[src/rtl/rr_arb_mux.sv]
// ---------------------------------------------------------------------------
// rr_arb_mux
//   Round-robin arbiter fused with a one-hot data mux and one output register
//   stage. InputWidth requesters share a single downstream valid/ready channel.
//   The registered output sustains one beat per cycle.
//
// Optional feature (compile-time macro RR_ARB_MUX_PKT_LOCK_EN):
//   When defined, a beat accepted with last=0 locks arbitration onto that
//   requester until it delivers a beat with last=1 (packet-atomic transfers).
//   When undefined, arbitration is per beat and req_last_i is only forwarded.
//
// Ports:
//   clk          rising-edge clock
//   rstn         asynchronous active-low reset
//   req_valid_i  per-requester valid
//   req_data_i   per-requester payload
//   req_last_i   per-requester end-of-packet flag
//   req_ready_o  per-requester accept, one-hot or zero (combinational)
//   out_valid_o  registered output beat valid
//   out_data_o   registered output payload
//   out_last_o   registered last flag of the granted requester
//   out_ready_i  downstream accept
//   grant_oh_o   registered one-hot source of the current output beat
//
// Handshake semantics (both sides): a beat transfers on a rising edge where
// valid and ready are both high. Requesters may drop valid at any time; a
// withdrawn request is simply skipped. The output holds valid and all its
// fields stable while out_ready_i is low.
// ---------------------------------------------------------------------------
module rr_arb_mux #(
   parameter int InputWidth = 8,
   parameter int DataWidth  = 8
) (
   input  logic                                 clk,
   input  logic                                 rstn,
   input  logic [InputWidth-1:0]                req_valid_i,
   input  logic [InputWidth-1:0][DataWidth-1:0] req_data_i,
   input  logic [InputWidth-1:0]                req_last_i,
   output logic [InputWidth-1:0]                req_ready_o,
   output logic                                 out_valid_o,
   output logic [DataWidth-1:0]                 out_data_o,
   output logic                                 out_last_o,
   input  logic                                 out_ready_i,
   output logic [InputWidth-1:0]                grant_oh_o
);

   localparam int PtrW = (InputWidth > 1) ? $clog2(InputWidth) : 1;
   localparam int CntW = PtrW + 1;

   logic [PtrW-1:0]       ptr;
   logic                  slot_free;
   logic [InputWidth-1:0] eligible;
   logic                  win_found;
   logic [PtrW-1:0]       win_idx;
   logic [InputWidth-1:0] win_oh;
   logic [CntW-1:0]       cand;
   logic                  hs;
   logic [DataWidth-1:0]  mux_data;
   logic                  mux_last;
   logic [PtrW-1:0]       next_ptr;

`ifdef RR_ARB_MUX_PKT_LOCK_EN
   logic            locked;
   logic [PtrW-1:0] lock_idx;

   // While a packet is open only its owner may be granted; if the owner
   // withdraws valid nothing is granted and the lock stays in place.
   always_comb begin
      eligible = req_valid_i;
      if (locked) begin
         eligible = '0;
         eligible[lock_idx] = req_valid_i[lock_idx];
      end
   end
`else
   assign eligible = req_valid_i;
`endif

   // The output slot can take a new beat when it is empty or being drained.
   assign slot_free = !out_valid_o || out_ready_i;

   // Scan ptr, ptr+1, ... wrapping; the first eligible index wins. cand is one
   // bit wider than ptr so the wrap test cannot overflow.
   always_comb begin
      win_found = 1'b0;
      win_idx   = '0;
      cand      = '0;
      for (int j = 0; j < InputWidth; j++) begin
         cand = {1'b0, ptr} + CntW'(j);
         if (cand >= CntW'(InputWidth)) cand = cand - CntW'(InputWidth);
         if (!win_found && eligible[cand[PtrW-1:0]]) begin
            win_found = 1'b1;
            win_idx   = cand[PtrW-1:0];
         end
      end
      win_oh = '0;
      if (win_found) win_oh[win_idx] = 1'b1;
   end

   // Ready is suppressed during reset so nothing looks accepted while the
   // register stage is being cleared.
   assign req_ready_o = (slot_free && rstn) ? win_oh : '0;
   assign hs          = |req_ready_o;

   // One-hot AND-OR mux: at most one ready bit is set.
   always_comb begin
      mux_data = '0;
      mux_last = 1'b0;
      for (int i = 0; i < InputWidth; i++) begin
         if (req_ready_o[i]) begin
            mux_data = mux_data | req_data_i[i];
            mux_last = mux_last | req_last_i[i];
         end
      end
   end

   assign next_ptr = (win_idx == PtrW'(InputWidth - 1)) ? '0 : win_idx + 1'b1;

   always_ff @(posedge clk or negedge rstn) begin
      if (!rstn) begin
         out_valid_o <= 1'b0;
         out_data_o  <= '0;
         out_last_o  <= 1'b0;
         grant_oh_o  <= '0;
         ptr         <= '0;
`ifdef RR_ARB_MUX_PKT_LOCK_EN
         locked      <= 1'b0;
         lock_idx    <= '0;
`endif
      end else if (slot_free) begin
         if (hs) begin
            out_valid_o <= 1'b1;
            out_data_o  <= mux_data;
            out_last_o  <= mux_last;
            grant_oh_o  <= req_ready_o;
`ifdef RR_ARB_MUX_PKT_LOCK_EN
            if (!mux_last) begin
               // Opening (or continuing) a packet: pointer frozen while locked.
               if (!locked) begin
                  locked   <= 1'b1;
                  lock_idx <= win_idx;
                  ptr      <= next_ptr;
               end
            end else begin
               // Closing beat (or single-beat packet) releases the lock and
               // hands priority to the requester after the owner.
               locked <= 1'b0;
               ptr    <= next_ptr;
            end
`else
            ptr <= next_ptr;
`endif
         end else begin
            // Drained with nothing to load: data/last/grant keep stale values.
            out_valid_o <= 1'b0;
         end
      end
   end

endmodule

[config.mk]
export PLATFORM = sky130hd
export DESIGN_NAME = rr_arb_mux
export DESIGN_NICKNAME = d
export VERILOG_FILES = /design/src/rtl/rr_arb_mux.sv
export SDC_FILE = /design/constraint.sdc
export NUM_CORES = 1
export LEC_CHECK = 0
export ABC_AREA = 1
export CAP_MARGIN = 20
export CORE_ASPECT_RATIO = 1.2
export CORE_MARGIN = 2
export CORE_UTILIZATION = 39
export CTS_CLUSTER_DIAMETER = 100
export DETAILED_ROUTE_END_ITERATION = 8
export GPL_ROUTABILITY_DRIVEN = 0
export PLACE_DENSITY_LB_ADDON = 0.2
export SLEW_MARGIN = 20
export SYNTH_ARGS = -nofsm -noshare
export SYNTH_HDL_FRONTEND = slang
export SYNTH_SLANG_ARGS = --single-unit
export TNS_END_PERCENT = 20
[constraint.sdc]
create_clock -name clk -period 2.61 [get_ports clk]
set_input_delay 0.261 -clock clk [delete_from_list [all_inputs] [get_ports clk]]
set_output_delay 0.261 -clock clk [all_outputs]
set_load 0.02 [all_outputs]
After elaboration in Yosys (flattened, before gate mapping)

Index checks and enable logic that the tools add are counted.

Flip-flop bits (word level): 21
Input bits: 83
Word-level logic and storage cells: 136

Add/sub/neg operators: 16
$lt $le $gt $ge: 18
Equality and inequality tests: 1
Multiplexer cells: 62
Bitwise gates (word level): 14
Reductions and logical operators: 20

Operators by type and width:

| kind                                                                   | number |
|---|---|
| 8-bit 2-to-1 mux                                                       | 10 |
| 8-bit OR                                                               | 7 |
| 3-bit 2-to-1 mux                                                       | 17 |
| 3-bit by 4-bit < comparator with 1-bit output (second input constant)  | 9 |
| 4-bit >= comparator (second input constant)                            | 7 |
| 1-bit 2-to-1 mux                                                       | 26 |
| 1-bit binary-select mux with 3-bit select                              | 8 |
| 3-bit by 1-bit subtractor with 3-bit output (second input constant)    | 8 |
| 3-bit by 3-bit adder with 4-bit output (second input constant)         | 4 |
| 1-bit logical AND                                                      | 9 |
| 3-bit by 2-bit adder with 4-bit output (second input constant)         | 2 |
| 1-bit zero test                                                        | 8 |
| 8-bit OR reduction                                                     | 1 |
| 1-bit OR                                                               | 7 |
| 3-bit by 1-bit adder with 4-bit output (second input constant)         | 1 |
| 3-bit by 4-bit >= comparator with 1-bit output (second input constant) | 1 |
| 3-bit by 1-bit adder with 3-bit output (second input constant)         | 1 |
| 1-bit demux with 3-bit select                                          | 1 |
| 3-bit equality test (second input constant)                            | 1 |
| 3-bit by 1-bit >= comparator with 1-bit output (second input constant) | 1 |
| 2-bit AND reduction                                                    | 1 |
| 1-bit logical OR                                                       | 1 |

Depth between registers and ports, before layout

Gate-level depths: netlist of run 1.

Word-level depth: 47
Gate-level depth with buffers: 24
Depth with buffers taken out: 21

Worst setup path before layout of run 1

OpenSTA, ideal clock, no wires.

Path type: reg-to-output
From: register ptr[0]
To: output port req_ready_o[0]
Arrival: 2.787 ns
Slack: -0.438 ns
Cell stages (with the launch flop): 19
Buffers on the path: 3
Path through: dfrtp_1 buf_6 inv_2 buf_6 ha_1 inv_2 nand3_2 nand3_2 nand2_2 nor2_8 nand4_4 nor2_8 nand3_4 nand3_2 nand2_4 nor2_4 buf_4 inv_1 nor2_1

Longest elaborated chain between the ends: 32
Elaborated cells between the ends (all ways): 84
Those cells by class: add/sub (15); order compare (10); mux (44); reduce/logical (15)

RTL lines:

| item                                                                                            | line | RTL |
|---|---|---|
| from (decl)                                                                                     | 50   | `logic [PtrW-1:0] ptr;` |
| from (signal assigned)                                                                          | 151  | `ptr <= next_ptr;` |
| parallel branches: the longest is 30 deep, another holds 3-bit by 1-bit adder with 4-bit output | -    |  |
| 8-bit 2-to-1 mux *                                                                              | 97   | `if (win_found) win_oh[win_idx] = 1'b1;` |
| 8-bit 2-to-1 mux *                                                                              | 102  | `assign req_ready_o = (slot_free && rstn) ? win_oh : '0;` |
| to (decl)                                                                                       | 39   | `output logic [InputWidth-1:0] req_ready_o,` |

Mark *: on every way between the ends. The select of a mux whose other input is x is not followed.

Final worst setup path of run 1

From: register ptr[0]
To: output port req_ready_o[7]

Same word-level chain as after synthesis.

==> results of run 1 <==
[metal layers]
layer  vias to the layer above  wire length (um)  track usage
met4                         0               459        0.153
met1                      1544              3570        0.280
li1                       1644                 -            -
met3                        34               614       0.0487
met2                       130              5380        0.506
met5                         -                 0            0
[kinds of logic after synthesis]
family          synth area share
simple gates               0.576
compound gates            0.0569
flops                      0.213
xor+xnor                  0.0239
buf+inv                    0.110
fa+ha+maj                 0.0203
[stage by stage]
stage                     cell area (sq um)  worst slack, ns
after global placement                 4070           -0.559
final                                  4580           -0.441
after floorplan                        2560           -0.152
after detailed placement               4070           -0.600
after CTS                              4310           -0.347
after global routing                   4580           -0.625
[sequential cells by signal (all words and copies together) (netlist names)]
signal and count:
grant_oh_o 8, out_data_o 8, ptr 3, out_last_o 1, out_valid_o 1
[what timing repair did]
action	4_1_cts	5_1_grt
pin swaps	12	28
endpoints found under the setup margin	22	26
setup buffers	9	15
gates resized for setup	73	42
[path summary, 6_finish.rpt]
| kind | start | end | slack [ns] | cells past startpoint |
|---|---|---|---|---|
| max reg2reg | ptr[0]$_DFFE_PN0P_ | out_data_o[3]$_DFFE_PN0P_ | -0.41 | 22 |
| min in group asynchronous | rstn | grant_oh_o[7]$_DFFE_PN0P_ | 0.51 | 2 |
| min | grant_oh_o[5]$_DFFE_PN0P_ | grant_oh_o[5]$_DFFE_PN0P_ | 0.49 | 2 |
| max in group asynchronous | rstn | out_last_o$_DFFE_PN0P_ | 1.86 | 2 |
| max | ptr[0]$_DFFE_PN0P_ | req_ready_o[7] | -0.44 | 16 |
| min reg2reg | grant_oh_o[5]$_DFFE_PN0P_ | grant_oh_o[5]$_DFFE_PN0P_ | 0.49 | 2 |
[synthesized netlist by cell type (all sizes together)]
| master | n |
|---|---|
| nand2 | 111 |
| nand3 | 104 |
| nor2 | 50 |
| inv | 44 |
| dfrtp | 21 |
| buf | 13 |
| o21ai | 10 |
| a21oi | 9 |
| or2 | 9 |
| nand4 | 6 |
| ha | 4 |
| nand3b | 3 |
| xnor2 | 3 |
| clkbuf | 2 |
| nor3 | 2 |
| o22ai | 2 |
| xor2 | 2 |
| a31oi | 1 |
[area by class of cell]
| class | count | area, sq um | area share |
|---|---|---|---|
| clock buffers | 3 | 41.3 | 0.00901 |
| multi-input cells | 316 | 1960 | 0.428 |
| well taps | 82 | 103 | 0.0224 |
| flip-flops and latches | 21 | 526 | 0.115 |
| clock inverters | 1 | 7.51 | 0.00164 |
| inverters | 44 | 170 | 0.0371 |
| repair buffers | 189 | 1770 | 0.387 |
[tightest hold or removal path, cell delays in order, from the launching register on]
cell and delay (ns):
dfrtp_1 0.35, nand2_1 0.05, nand2_1 0.05
==> results by group, run 1 <==
Status
  – Status: complete, but fails checks
  – Violated checks: negative setup slack

Setup path
  – Worst setup path class: reg -> out
  – Critical Path Start Type: flip-flop
  – CP delay by family, top: simple AND/OR/NAND/NOR gates
  – CP peak stage delay: 0.40 ns
  – Slowest CP cell: dfrtp_1
  – Worst setup EP type: output pin
  – WP buf/inv: 4
  – Critical Path RT: 2.35 ns
  – Crit path DAT: 2.79 ns
  – Worst-path cell chain: inv_2, ha_4, nand3_4, buf_12, nand2_1, nand2_1, nand2_1, nand3_1, nor2_2, nand4_1, nand2_1, nand3_4, a21oi_4, nand2_2, inv_2, buf_6
  – Most used cell, CP: nand2_1
  – CP Max Fanout: 6

Cells and area
  – Most frequent cells in the layout: clkdlybuf4s50_1 (100), nand2_1 (85), nand3_1 (81)
  – Layout cells sized above 1: 0.341
  – Layout area overhead: 85.9%
  – Most common cell after layout, fill and taps aside: clkdlybuf4s50_1
  – Antenna fix cells: 0
  – Layout Utilization: 0.752
  – Filler cell count: 476
  – Non-Filler Instances: 656
  – Layout net count: 662

Clocking
  – H-tree levels: 1
  – CTS hold repair buffers: 0
  – Clk sinks: 21
  – CTS tree: done
  – Worst-skew pair later-pin latency: 0.27 ns
  – Maximum clock path buffer count: 2
  – Clk slew on worst S/H paths: 0.09 ns
  – Root Driver: clkbuf_8
  – Num CTS Buffers: 3

Placement
  – Placed insts: 628
  – DP Wirelength: 7.42 mm
  – Input/output buffers: 108

Synth
  – Synthesized area: 2460 sq um
  – Top-area cell type share of the netlist area: 0.213
  – Mean Syn Cell Area: 6.22 sq um
  – Yosys reg bits: 21
  – Syn Nets: 483
  – Seq/Total Area, Yosys: 0.213
  – Ranking of synthesized cells by area: dfrtp_1 (21%), nand3_1 (20%), nand2_1 (15%)
  – Distinct cells, synth: 32
  – Synth Warn #: 0
  – Area leader, netlist: dfrtp_1
  – Gate Count Post-Synth: 396

Global routing
  – Largest net degree at the start of global routing: 24
  – Vias in the first global route: 3408
  – Initial antenna violation count: 0
  – GRT Util Overall: 0.270
  – First-pass GRT wire length: 15.3 mm
  – Grt ovf: 0

Timing
  – Post-layout minimum cycle time: 3.05 ns
  – F_max: 328 MHz
  – Worst hold slack: 0.490 ns
  – Period utilisation layout: 1.17
  – Endpoints failing setup: 24
  – Unrepaired setup endpoints after global routing: true
  – Final-report hold violation count: 0
  – Worst slew pin tran: 0.371 ns
  – Slew headroom: 0.751
  – Fin worst setup slack: -0.441 ns
  – Max Clock Skew: 0.00979 ns
  – Post-Route Setup TNS: -7.71 ns
  – Slew Viols, Final: 0

Routing
  – Via/cell ratio: 5.11
  – Total Routed Length: 10.0 mm
  – Via Count: 3352
  – WL/cell: 15.3 um
  – DR iter-0 viols: 161
  – DRC Markers: 0
  – DR pass1 iterations: 4
  – Final ANT Viol Nets: 0

Floorplanning
  – # rows: 31
  – Die H: 91.1 um
  – Starting Density: 0.405
  – Num ports: 109
  – Core area: 6090 sq um
  – Die X: 76.6 um
  – Die area: 6970 sq um

Hold path
  – HP Class: reg -> reg

Run
  – Max Cap Violations: 0
Power of run 1 is not shown: default switching activity piles up to over one toggle a cycle in this logic, so the estimate is an artifact.
==> inputs of run 2 (changes only) <==
--- a/config.mk
+++ b/config.mk
@@ -18,4 +18,3 @@
 export SYNTH_ARGS = -nofsm -noshare
 export SYNTH_HDL_FRONTEND = slang
 export SYNTH_SLANG_ARGS = --single-unit
-export TNS_END_PERCENT = 20
==> results by group, run 2 (same netlist as run 1, synthesis figures left out) <==
Routing
  – Via/cell ratio: 5.15 (+0.78%)
  – DRC Markers: 0 (unchanged)
  – DR iter-0 viols: 183 (+14%)
  – Total Routed Length: 9.90 mm (-1.2%)
  – Via Count: 3404 (+1.6%)
  – DR pass1 iterations: 5 (+1)
  – WL/cell: 15.0 um (-1.9%)
  – Final ANT Viol Nets: 0 (unchanged)

Clocking
  – Maximum clock path buffer count: 2 (unchanged)
  – Worst-skew pair later-pin latency: 0.27 ns (about the same)
  – CTS tree: done
  – Clk slew on worst S/H paths: 0.09 ns (about the same)
  – H-tree levels: 1 (unchanged)
  – Root Driver: clkbuf_8
  – Clk sinks: 21 (unchanged)
  – Num CTS Buffers: 3 (unchanged)

Cells and area
  – Top Registers: grant_oh_o x8, out_data_o x8, ptr x3
  – Antenna fix cells: 0 (unchanged)
  – Layout net count: 667 (+0.76%)
  – Fin area: 4700 sq um (+2.6%)
  – Layout cells sized above 1: 0.340 (-0.00122)
  – Most common cell after layout, fill and taps aside: clkdlybuf4s50_1
  – Layout area overhead: 90.9%
  – Filler cell count: 438 (-8.0%)
  – Most frequent cells in the layout: clkdlybuf4s50_1 (100), nand2_1 (86), nand3_1 (85)

Floorplanning
  – # rows: 31 (unchanged)
  – Die H: 91.1 um (unchanged)
  – Die area: 6970 sq um (unchanged)
  – Die X: 76.6 um (unchanged)
  – Core area: 6090 sq um (unchanged)
  – Starting Density: 0.405 (unchanged)
  – Num ports: 109 (unchanged)

Global routing
  – First-pass GRT wire length: 14.9 mm (-2.6%)
  – Vias in the first global route: 3310 (-2.9%)
  – Grt ovf: 0 (unchanged)
  – Initial antenna violation count: 0 (unchanged)
  – Largest net degree at the start of global routing: 30 (+25%)
  – GRT Util Overall: 0.262 (-0.00828)

Hold path
  – HP Class: in -> async

Timing
  – Post-layout minimum cycle time: 3.08 ns (+0.0249 ns)
  – Max Clock Skew: 0.00728 ns (-0.00251 ns)
  – Period utilisation layout: 1.18 (+0.00954)
  – Fin worst setup slack: -0.466 ns (-0.0249 ns)
  – Worst slew pin tran: 0.495 ns (+0.124 ns)
  – Endpoints failing setup: 26 (+8.3%)
  – F_max: 325 MHz (-0.81%)
  – Post-Route Setup TNS: -7.78 ns (-0.0651 ns)
  – Slew Viols, Final: 0 (unchanged)
  – Slew headroom: 0.670 (-0.0815)
  – Final-report hold violation count: 0 (unchanged)
  – Unrepaired setup endpoints after global routing: true

Setup path
  – Most used cell, CP: nand2_2
  – Worst-path cell chain: inv_2, ha_4, buf_6, nand3_4, nand2_2, nand2_2, nand2_4, nand4_4, nor2_8, nand3_1, nand3_1, nor2_4, nor2_2, nand2_2, inv_4, buf_6
  – WP buf/inv: 4 (unchanged)
  – CP delay by family, top: simple AND/OR/NAND/NOR gates
  – CP peak stage delay: 0.42 ns (+0.02 ns)
  – Worst setup path class: reg -> out
  – Slowest CP cell: dfrtp_1
  – Crit path DAT: 2.81 ns (+0.02 ns)
  – Critical Path RT: 2.35 ns (about the same)
  – Critical Path Start Type: flip-flop
  – Worst setup EP type: output pin
  – CP Max Fanout: 6 (unchanged)

Placement
  – Input/output buffers: 108 (unchanged)
  – DP Area: 4090 sq um (+0.43%)
  – DP Wirelength: 7.18 mm (-3.2%)

Status
  – Violated checks: negative setup slack
  – Status: complete, but fails checks

Run
  – Max Cap Violations: 0 (unchanged)
-- run 2: timing repair --
action / CTS / global route
hold buffers: 0 / 0
gates resized for setup: 74 / 46
pin swaps: 17 / 21
cloned: 0 / 3
setup buffers: 18 / 9
setup endpoints to repair: 23 / 28
-- run 2: layout make-up --
class / instances / area [sq um] / area share
timing repair buffer: 194 / 1870 / 0.397
sequential: 21 / 526 / 0.112
clock inverter: 1 / 7.51 / 0.00160
multi-input combinational: 316 / 1990 / 0.423
inverter: 44 / 173 / 0.0367
clock buffer: 3 / 41.3 / 0.00878
tap: 82 / 103 / 0.0218
-- run 2: final timing paths --
check / startpoint / to / slack [ns] / cells after the start
max: ptr[0]$_DFFE_PN0P_ / req_ready_o[2] / -0.47 / 16
min: rstn / grant_oh_o[5]$_DFFE_PN0P_ / 0.44 / 2
max reg2reg: ptr[0]$_DFFE_PN0P_ / out_data_o[7]$_DFFE_PN0P_ / -0.44 / 22
min reg2reg: grant_oh_o[7]$_DFFE_PN0P_ / grant_oh_o[7]$_DFFE_PN0P_ / 0.49 / 2
max in group asynchronous: rstn / out_data_o[7]$_DFFE_PN0P_ / 1.93 / 2
min in group clk: grant_oh_o[7]$_DFFE_PN0P_ / grant_oh_o[7]$_DFFE_PN0P_ / 0.49 / 2
-- run 2: metrics by stage --
step / setup WS (ns) / hold slack [ns] / instances / utilization
2_1_floorplan: -0.149 / -0.0346 / 396 / -
3_3_place_gp: -0.596 / 0.468 / 629 / 0.671
3_5_place_dp: -0.635 / 0.464 / 629 / 0.671
4_1_cts: -0.334 / 0.453 / 649 / 0.719
5_1_grt: -0.589 / 0.469 / 661 / 0.772
6_report: -0.466 / 0.442 / 661 / 0.772
-- run 2: layer usage --
layer  GRT usage  part of all wire  vias to the layer above
met3      0.0467             0.068                       30
met4      0.0955             0.030                        0
met2       0.495              0.54                      158
li1            -                 -                     1655
met1       0.289              0.37                     1561
met5           0                 0                        -
Power of run 2 is left out for the same reason.
==> inputs of run 3 (changes only) <==
--- a/config.mk
+++ b/config.mk
@@ -13,6 +13,7 @@
 export CTS_CLUSTER_DIAMETER = 100
 export DETAILED_ROUTE_END_ITERATION = 8
 export GPL_ROUTABILITY_DRIVEN = 0
+export GPL_TIMING_DRIVEN = 0
 export PLACE_DENSITY_LB_ADDON = 0.2
 export SLEW_MARGIN = 20
 export SYNTH_ARGS = -nofsm -noshare
==> results by group, run 3 (same netlist as run 1, synthesis figures left out) <==
Timing
  – Unrepaired setup endpoints after global routing: true
  – Worst slew pin tran: 0.563 ns (+0.0674 ns)
  – Period utilisation layout: 1.27 (+0.0868)
  – Worst hold slack: -0.0318 ns (-0.474 ns)
  – Slew headroom: 0.625 (-0.0450)
  – Slew Viols, Final: 0 (unchanged)
  – Endpoints failing setup: 29 (+12%)
  – Max Clock Skew: 0.00647 ns (-0.000816 ns)
  – F_max: 303 MHz (-6.9%)
  – Post-layout minimum cycle time: 3.30 ns (+0.227 ns)
  – Final-report hold violation count: 21 (+21)
  – Fin worst setup slack: -0.692 ns (-0.227 ns)

Global routing
  – Vias in the first global route: 3174 (-4.1%)
  – Initial antenna violation count: 0 (unchanged)
  – Grt ovf: 0 (unchanged)
  – GRT Util Overall: 0.259 (-0.00282)
  – First-pass GRT wire length: 14.7 mm (-1.5%)
  – Largest net degree at the start of global routing: 23 (-23%)

Setup path
  – Worst R2R Setup Slack: -0.60 ns (-0.16 ns)
  – Worst setup path class: reg -> out
  – Most used cell, CP: buf_6
  – CP peak stage delay: 0.37 ns (-0.05 ns)
  – Worst-path cell chain: buf_6, inv_4, buf_8, ha_4, nand3_2, nand2_2, nand2_1, nand2_2, nand4_4, nor2_8, nand4_1, inv_2, nor2_4, buf_6, nor2_4, nand2_4, inv_4, buf_6
  – Critical R2R Launch: ptr[0]$_DFFE_PN0P_
  – Critical Path RT: 2.35 ns (about the same)
  – CP Max Fanout: 6 (unchanged)
  – Crit path DAT: 3.04 ns (+0.23 ns)
  – Worst setup EP type: output pin
  – Critical Path Start Type: flip-flop
  – Reg2reg end: out_data_o[0]$_DFFE_PN0P_
  – Slowest CP cell: dfrtp_1
  – R2R cell count: 22 (unchanged)

Routing
  – Final ANT Viol Nets: 0 (unchanged)
  – Via/cell ratio: 5.37 (+4.2%)
  – WL/cell: 16.9 um (+13%)
  – DR iter-0 viols: 241 (+32%)
  – Total Routed Length: 10.9 mm (+10%)
  – Via Count: 3457 (+1.6%)
  – DR pass1 iterations: 5 (unchanged)
  – DRC Markers: 0 (unchanged)

Cells and area
  – Antenna fix cells: 0 (unchanged)
  – Most common cell after layout, fill and taps aside: clkdlybuf4s50_1
  – Top Registers: grant_oh_o x8, out_data_o x8, ptr x3
  – Layout area overhead: 88.4%
  – Layout net count: 650 (-2.5%)
  – Layout cells sized above 1: 0.329 (-0.0111)
  – Layout Utilization: 0.762 (-0.0101)
  – Most frequent cells in the layout: clkdlybuf4s50_1 (99), nand2_1 (83), nand3_1 (83)

Floorplanning
  – Die area: 6970 sq um (unchanged)
  – Core area: 6090 sq um (unchanged)
  – Die H: 91.1 um (unchanged)
  – Die X: 76.6 um (unchanged)
  – Num ports: 109 (unchanged)
  – Starting Density: 0.405 (unchanged)
  – # rows: 31 (unchanged)

Clocking
  – Clk sinks: 21 (unchanged)
  – Maximum clock path buffer count: 2 (unchanged)
  – CTS tree: done
  – Worst-skew pair later-pin latency: 0.27 ns (about the same)
  – Root Driver: clkbuf_8
  – Clk slew on worst S/H paths: 0.09 ns (about the same)
  – H-tree levels: 1 (unchanged)
  – Num CTS Buffers: 3 (unchanged)

Run
  – Max Cap Violations: 0 (unchanged)

Status
  – Status: complete, but fails checks
  – Violated checks: negative hold slack, negative setup slack

Placement
  – Input/output buffers: 108 (unchanged)
  – DP Wirelength: 6.87 mm (-4.3%)

Hold path
  – HP Class: in -> async
==> run 3: changes by cell type in the layout (fill, tap and decap cells not counted), moves of 2 or more <==
cell / delta
nand3_1: -2
ha_4: -2
nand2_1: -3
buf_6: +8
inv_2: -3
nand3_2: +2
buf_8: +4
buf_4: -28
clkbuf_16: -2
nand2_4: +3
inv_4: +2
==> run 3: worst max-delay path: cells and delay by family, from the launching register on <==
kind	cells	cell delay, ns
buf+inv	7	0.73
simple gates	10	1.33
flops	1	0.37
fa+ha+maj	1	0.35
==> run 3: area by class of cell <==
cell class / count / area, sq um
Sequential cell: 21 / 526
Clock inverter: 1 / 7.51
Multi-Input combinational cell: 316 / 2020
Tap cell: 82 / 103
Timing Repair Buffer: 162 / 1600
Buffer: 15 / 155
Clock buffer: 3 / 41.3
Fill cell: 448 / 1450
Inverter: 44 / 190
==> run 3: repair_timing <==
| action | CTS | global route |
|---|---|---|
| endpoints found under the setup margin | 29 | 29 |
| hold buffers | 0 | 0 |
| cloned | 0 | 1 |
| pin swaps | 24 | 29 |
| buffers inserted | 29 | 25 |
| resized for setup | 86 | 63 |
==> run 3: routing by layer <==
metal,track usage,up-vias,part of all wire
li1,-,1617,-
met1,0.287,1562,0.36
met2,0.485,209,0.51
met3,0.0408,69,0.070
met4,0.111,0,0.056
met5,0,-,0
==> run 3: how the worst max path moves through the flow <==
stage	startpoint	to	depth (start not counted)
floorplan	ptr[0]$_DFFE_PN0P_	req_ready_o[0]	18
global placement	ptr[1]$_DFFE_PN0P_	req_ready_o[3]	16
detailed placement	ptr[1]$_DFFE_PN0P_	req_ready_o[5]	18
CTS	ptr[0]$_DFFE_PN0P_	req_ready_o[0]	18
global route	ptr[0]$_DFFE_PN0P_	req_ready_o[1]	19
finish	ptr[0]$_DFFE_PN0P_	req_ready_o[2]	18
==> run 3: through the flow <==
| stage | instances | cell area, sq um | TNS (ns) | setup slack [ns] |
|---|---|---|---|---|
| after floorplan | 396 | 2570 | -1.71 | -0.149 |
| after global routing | 644 | 4640 | -16.38 | -0.789 |
| after CTS | 619 | 4190 | -7.85 | -0.511 |
| after global placement | 586 | 3750 | -16.46 | -1.02 |
| final | 644 | 4640 | -12.67 | -0.692 |
| after detailed placement | 586 | 3750 | -18.63 | -1.07 |
Power of run 3 is left out for the same reason.
